===== src/rtl/mem_access_pkg.sv =====
// Shared types and helpers for the memory access unit.
// Size encoding, FSM state enum and byte-enable helpers.
package mem_access_pkg;

  localparam logic [1:0] SZ_B = 2'd0;
  localparam logic [1:0] SZ_H = 2'd1;
  localparam logic [1:0] SZ_W = 2'd2;
  localparam logic [1:0] SZ_D = 2'd3;

  typedef enum logic [1:0] {
    IDLE,
    REQ,
    RESP
  } state_t;

  function automatic logic [7:0] byte_en(
    input logic [1:0] sz,
    input logic [2:0] lane
  );
    logic [7:0] base;
    unique case (sz)
      SZ_B:    base = 8'h01;
      SZ_H:    base = 8'h03;
      SZ_W:    base = 8'h0f;
      default: base = 8'hff;
    endcase
    return base << lane;
  endfunction

  function automatic logic misaligned(
    input logic [1:0] sz,
    input logic [2:0] a
  );
    logic m;
    unique case (sz)
      SZ_B:    m = 1'b0;
      SZ_H:    m = a[0];
      SZ_W:    m = |a[1:0];
      default: m = |a[2:0];
    endcase
    return m;
  endfunction

endpackage


===== src/rtl/mem_access_unit_load_align.sv =====
// Load data alignment: shift the addressed lane down, truncate to
// size, then sign- or zero-extend. Ports: rdata, lane, size, sign_ext -> result.
module load_align
  import mem_access_pkg::*;
#(
  parameter int DATA_W = 32,
  parameter int LW     = $clog2(DATA_W / 8)
) (
  input  logic [DATA_W-1:0] rdata,
  input  logic [LW-1:0]     lane,
  input  logic [1:0]        size,
  input  logic              sign_ext,
  output logic [DATA_W-1:0] result
);

  logic [DATA_W-1:0] shifted;
  logic [DATA_W-1:0] keep;
  logic              msb;

  always_comb begin
    shifted = rdata >> {lane, 3'b000};
    keep    = ~({DATA_W{1'b1}} << (8 << size));
    unique case (size)
      SZ_B:    msb = shifted[7];
      SZ_H:    msb = shifted[15];
      SZ_W:    msb = shifted[31];
      default: msb = shifted[DATA_W-1];
    endcase
    result = shifted & keep;
    if (sign_ext && msb) begin
      result = result | ~keep;
    end
  end

endmodule


===== src/rtl/mem_access_unit.sv =====
// Clocked load/store unit with req/ack memory port, misalignment
// detection and ack timeout. Ports: pipeline in_valid/in_ready/done/err,
// operation fields, ldresult, and the mem_* request/response port.
module mem_access_unit
  import mem_access_pkg::*;
#(
  parameter int DATA_W  = 32,
  parameter int ADDR_W  = 32,
  parameter int TIMEOUT = 16
) (
  input  logic                clk,
  input  logic                reset,
  input  logic                in_valid,
  output logic                in_ready,
  input  logic                isld,
  input  logic                isst,
  input  logic [1:0]          size,
  input  logic                sign_ext,
  input  logic [ADDR_W-1:0]   aluresult,
  input  logic [DATA_W-1:0]   op2,
  output logic                done,
  output logic                err,
  output logic [DATA_W-1:0]   ldresult,
  output logic                mem_req,
  output logic                mem_we,
  output logic [ADDR_W-1:0]   mem_addr,
  output logic [DATA_W-1:0]   mem_wdata,
  output logic [DATA_W/8-1:0] mem_be,
  input  logic [DATA_W-1:0]   mem_rdata,
  input  logic                mem_ack
);

  localparam int NB = DATA_W / 8;
  localparam int LW = $clog2(NB);

  state_t            state;
  logic [7:0]        cnt;
  logic [LW-1:0]     lane_q;
  logic [1:0]        sz_q;
  logic              sx_q;
  logic              ld_q;
  logic [DATA_W-1:0] aligned;

  logic              bad;
  logic              bubble;
  logic              go;
  logic [7:0]        be_full;
  logic [DATA_W-1:0] wrep;

  always_comb begin
    bad = (isld && isst)
        || (size == SZ_D && DATA_W == 32)
        || misaligned(size, aluresult[2:0]);
    bubble = !bad && !isld && !isst;
    go     = !bad && (isld ^ isst);
    be_full = byte_en(size, 3'(aluresult[LW-1:0]));
  end

  // Replicate the low 1/2/4/8 bytes of op2 across every lane.
  always_comb begin
    int nb;
    wrep = '0;
    nb   = 1 << size;
    for (int i = 0; i < NB; i++) begin
      wrep[8*i +: 8] = op2[8*(i % nb) +: 8];
    end
  end

  load_align #(
    .DATA_W (DATA_W),
    .LW     (LW)
  ) u_align (
    .rdata    (mem_rdata),
    .lane     (lane_q),
    .size     (sz_q),
    .sign_ext (sx_q),
    .result   (aligned)
  );

  always_ff @(posedge clk) begin
    if (reset) begin
      state     <= IDLE;
      in_ready  <= 1'b1;
      done      <= 1'b0;
      err       <= 1'b0;
      ldresult  <= '0;
      mem_req   <= 1'b0;
      mem_we    <= 1'b0;
      mem_addr  <= '0;
      mem_wdata <= '0;
      mem_be    <= '0;
      cnt       <= '0;
      lane_q    <= '0;
      sz_q      <= SZ_B;
      sx_q      <= 1'b0;
      ld_q      <= 1'b0;
    end else begin
      done <= 1'b0;
      err  <= 1'b0;
      unique case (state)
        IDLE: begin
          if (in_valid) begin
            in_ready <= 1'b0;
            lane_q   <= aluresult[LW-1:0];
            sz_q     <= size;
            sx_q     <= sign_ext;
            ld_q     <= isld;
            cnt      <= '0;
            unique case (1'b1)
              bad: begin
                state    <= RESP;
                done     <= 1'b1;
                err      <= 1'b1;
                ldresult <= '0;
              end
              bubble: begin
                state    <= RESP;
                done     <= 1'b1;
                ldresult <= '0;
              end
              go: begin
                state     <= REQ;
                mem_req   <= 1'b1;
                mem_we    <= isst;
                mem_addr  <= aluresult & ~ADDR_W'(NB - 1);
                mem_be    <= be_full[NB-1:0];
                mem_wdata <= wrep;
              end
              default: ;
            endcase
          end
        end
        REQ: begin
          // Ack on the final allowed cycle still completes normally.
          if (mem_ack) begin
            state    <= RESP;
            done     <= 1'b1;
            mem_req  <= 1'b0;
            mem_we   <= 1'b0;
            ldresult <= ld_q ? aligned : '0;
          end else if (cnt == 8'(TIMEOUT - 1)) begin
            state    <= RESP;
            done     <= 1'b1;
            err      <= 1'b1;
            mem_req  <= 1'b0;
            mem_we   <= 1'b0;
            ldresult <= '0;
          end else begin
            cnt <= cnt + 8'd1;
          end
        end
        RESP: begin
          state    <= IDLE;
          in_ready <= 1'b1;
        end
        default: state <= IDLE;
      endcase
    end
  end

endmodule


===== config.mk =====
export PLATFORM = sky130hd
export DESIGN_NAME = mem_access_unit
export DESIGN_NICKNAME = d
export VERILOG_FILES = /design/src/rtl/mem_access_pkg.sv /design/src/rtl/mem_access_unit_load_align.sv /design/src/rtl/mem_access_unit.sv
export SDC_FILE = /design/constraint.sdc
export NUM_CORES = 1
export LEC_CHECK = 0
export CAP_MARGIN = 25
export CORE_MARGIN = 3
export CORE_UTILIZATION = 42
export CTS_CLUSTER_DIAMETER = 30
export DETAILED_ROUTE_END_ITERATION = 10
export PLACE_DENSITY = 0.72
export RECOVER_POWER = 100
export SETUP_SLACK_MARGIN = 0.1
export SLEW_MARGIN = 20
export SYNTH_ARGS = -nofsm -noshare
export SYNTH_HDL_FRONTEND = slang
export SYNTH_HIERARCHICAL = 1
export SYNTH_SLANG_ARGS = --single-unit
export TNS_END_PERCENT = 10

===== constraint.sdc =====
create_clock -name clk -period 11.33 [get_ports clk]
set_input_delay 1.6995 -clock clk [delete_from_list [all_inputs] [get_ports clk]]
set_output_delay 1.6995 -clock clk [all_outputs]
set_load 0.005 [all_outputs]

==> impl_metrics.yaml <==
global_routing:
  grt_pass1_wl_mm: 36.16
  grt_use_met3: 0.04118
  grtUsageMet2: 0.3815
  grt_usage: 0.2423
  grt_pass1_vias: 6642
  busiest_layer: "met2"
  grt_overflow: 0
  grt_max_degree: 84
  use_met1: 0.3285
  antenna_found_initial: 0
critical_path:
  cp_cell_sequence: "dlygate4sd3_1, inv_1, ha_1, buf_4, inv_1, ha_1, o31ai_1, nand2_2, a32oi_1, and3_1, o211a_1, mux2_1, nor2_1, o21ai_0, nor4_1, nand3b_2, a31oi_1, a311o_1, a221oi_2"
  criticalPathCategory: "in -> reg"
  reg2reg_depth: 8
  worstReg2RegEnd: "mem_wdata[27]"
  r2r_setup_slack_ps: 6300
  cp_data_required_time_ps: 11440
  cp_slowest_cell: "o31ai_1"
  cpPeakStageDelay_ps: 710
  cp_max_fo: 39
  worstSetupStartpointType: "input pin"
  cp-end-kind: "flip-flop"
  arrival_ps: 8210
  r2r-start: "state[0]"
cells_and_area:
  area_growth_pct: 36.73
  drive_above_1_share: 0.1012
  diodes: 0
  fillers: 1492
  fin_nets: 1156
floorplan:
  die-area_sq_um: 18760
  die_w_um: 137.0
  ios: 210
  floorplan.initialDensity: 0.4314
  die_h_um: 137.0
  coreArea_sq_um: 16700
  placement_rows: 47
timing:
  setup_viol: 0
  skew_ps: 8.335
  worst_slew_pin_slew_ps: 3728
  fin_setup_tns_ps: 0
  whs_ps: 448.4
  min_period_ps: 8103
  max-slew-margin-rel: -1.485
  finalHoldViolations: 0
  final_max_slew_viol_count: 202
  max_freq_mhz: 123.4
  timing.final.crit_share: 0.7152
  rsz0062_at_grt: "false"
detailed_routing:
  drtAntennaViolNets: 0
  drt_first_pass_iters: 6
  detail_route.vias_per_cell: 5.745
  routed_wl_mm: 23.38
  post-route-drc-count: 0
  drt_iter0_drc: 710
  wl_per_cell_um: 18.45
  vias: 7279
pwr:
  ir_drop_uv: 112.5
  total_leakage_power_nw: 3.857
  cellPowerDensity_nw_per_um2: 126.1
synthesis:
  synthArstFlopShare: 0
  ys_seq_area_frac: 0.3307
  synthFlopType: "dfxtp_1"
  synth-edff-count: 0
  avgSynthCellArea_sq_um: 8.338
  ys_types: 81
  netlist_area_sq_um: 7204
  ys_ff_latch: 119
  yosys_warnings: 6
  syn_inst: 864
clocking:
  clock_sinks: 119
  clkLatencyLatePin_ps: 420
  postCtsSetupBuffers: 0
  clock_path_buffers: 2
  cts-root-buf: "clkbuf_16"
  cts_hold_buf: 0
  cts_max_level: 4
  cts_tree: "done"
  cts.clk_slew.worst_paths_ps: 60
  cts_resized: 0
  numCtsBuffers: 17
run:
  drv_cap: 3
hold_path:
  worst_hold_path.num_cells: 2
  hold_class: "reg -> reg"
  min_from: "mem_addr[13]"
  whs_endpoint: "mem_addr[13]"
placement:
  gp_congestion: 0.9648
  dp_hpwl_mm: 16.93
  portBuffers: 207
outcome:
  violations: "capacitance limit, slew limit"
  status: "complete, but fails checks"
-- through the flow --
step | instance area, sq um | setup WS (ps) | instances | power, mW | utilization
3_3_place_gp | 9333 | 3879 | 1235 | 0.7243 | 0.5588
3_5_place_dp | 9333 | 3757 | 1235 | 0.7230 | 0.5588
2_1_floorplan | 7208 | 5287 | 865 | 0.6214 | -
6_report | 9851 | 3227 | 1267 | 1.242 | 0.5898
5_1_grt | 9851 | 2547 | 1267 | 1.295 | 0.5898
4_1_cts | 9913 | 4115 | 1267 | 1.256 | 0.5936
-- kinds of logic after synthesis --
group / after synthesis / share of synthesized area
other: 1 / 0.0005205
AND/OR/NAND/NOR: 331 / 0.2041
XOR/XNOR: 6 / 0.007294
AO/OA/AOI/OAI: 244 / 0.2558
buffers and inverters: 80 / 0.04915
multiplexers: 66 / 0.1230
flip-flops: 119 / 0.3307
adder cells (fa/ha/maj): 17 / 0.02952
-- metal layers --
metal  wire length [um]  share of wire
met3               1429          0.061
met1              10210           0.44
met5                  0              0
met4                817          0.035
met2              10920           0.47
-- cells in the final DEF (no fill, tap or decap), types with 8 or more instances in the layout --
cell and count:
or2_2 9, nor2_1 100, a21oi_1 54, nor2b_1 10, o31ai_2 9, mux2i_1 39
nand2_1 141, dlygate4sd3_1 104, clkdlybuf4s50_1 102, nand3_1 16, o31ai_1 8, clkbuf_16 17
dfxtp_1 119, ha_1 17, o21ai_0 28, mux2_2 9, mux4_2 17, a221oi_1 18
inv_1 14, a22oi_1 62, nor3_1 16, a31oi_1 10, and3_1 8
-- critical path, delay by kind of cell --
family,cells,cell delay (ps)
AO/OA/AOI/OAI,7,2440
buffers and inverters,4,1620
AND/OR/NAND/NOR,5,1460
adder cells (fa/ha/maj),2,630
multiplexers,1,340
-- power breakdown --
| group | switching [mW] | total, mW | leakage [nW] | internal (mW) |
|---|---|---|---|---|
| clock network | 0.218 | 0.532 | 0.289 | 0.314 |
| registers | 0.00777 | 0.437 | 0.963 | 0.429 |
| logic | 0.153 | 0.274 | 2.60 | 0.121 |
-- Yosys cell counts, drive strengths merged, types with 3 or more instances --
cell type  number  share of area
a211oi          6         0.0069
o21ai          31          0.022
nand3          16          0.011
a21boi          4         0.0078
buf            26          0.021
a31oi          11          0.013
o211ai          7         0.0073
clkbuf         39          0.020
nor4            3         0.0047
ha             17          0.030
a221oi         20          0.026
nand4           4         0.0035
or2            11         0.0096
inv            15         0.0078
and2            3         0.0028
xor2            5         0.0061
nand2b          7         0.0061
mux4           17          0.053
o22ai           3         0.0026
dfxtp         119           0.33
nand2         142          0.074
o31ai          18          0.029
nor3           17          0.013
and3            9         0.0085
mux2i          39          0.054
nor3b           3         0.0038
a21oi          56          0.040
o21a            3         0.0031
nor2          101          0.053
nor2b          10         0.0087
mux2           10          0.016
a22oi          64          0.067
-- area by class of cell --
class / instances / area, sq um / share of cell area
clock inverters: 14 / 141.4 / 0.01435
clock buffers: 18 / 439.2 / 0.04458
multi-input cells: 666 / 4442 / 0.4509
inverters: 15 / 56.30 / 0.005716
repair buffers: 215 / 2115 / 0.2147
flip-flops and latches: 119 / 2382 / 0.2418
well taps: 220 / 275.3 / 0.02794
-- flip-flops by register name, summed over array words and instances (netlist names) --
name	count
done	1
mem_wdata	32
mem_req	1
in_ready	1
cnt	8
ldresult	32
mem_be	4
sz_q	2
err	1
mem_addr	30
lane_q	2
state	2
ld_q	1
sx_q	1
mem_we	1
-- how the worst max path moves through the flow --
stage	end	from	depth (start not counted)	slack, ps
finish	mem_wdata[7]	size[1]	19	3230
global route	mem_wdata[7]	size[1]	19	2550
CTS	mem_wdata[1]	size[0]	20	4120
detailed placement	mem_wdata[5]	size[0]	20	3760
global placement	mem_wdata[2]	size[0]	20	3880
floorplan	mem_wdata[2]	size[0]	21	5290
Power figures use the tool's default switching activity.
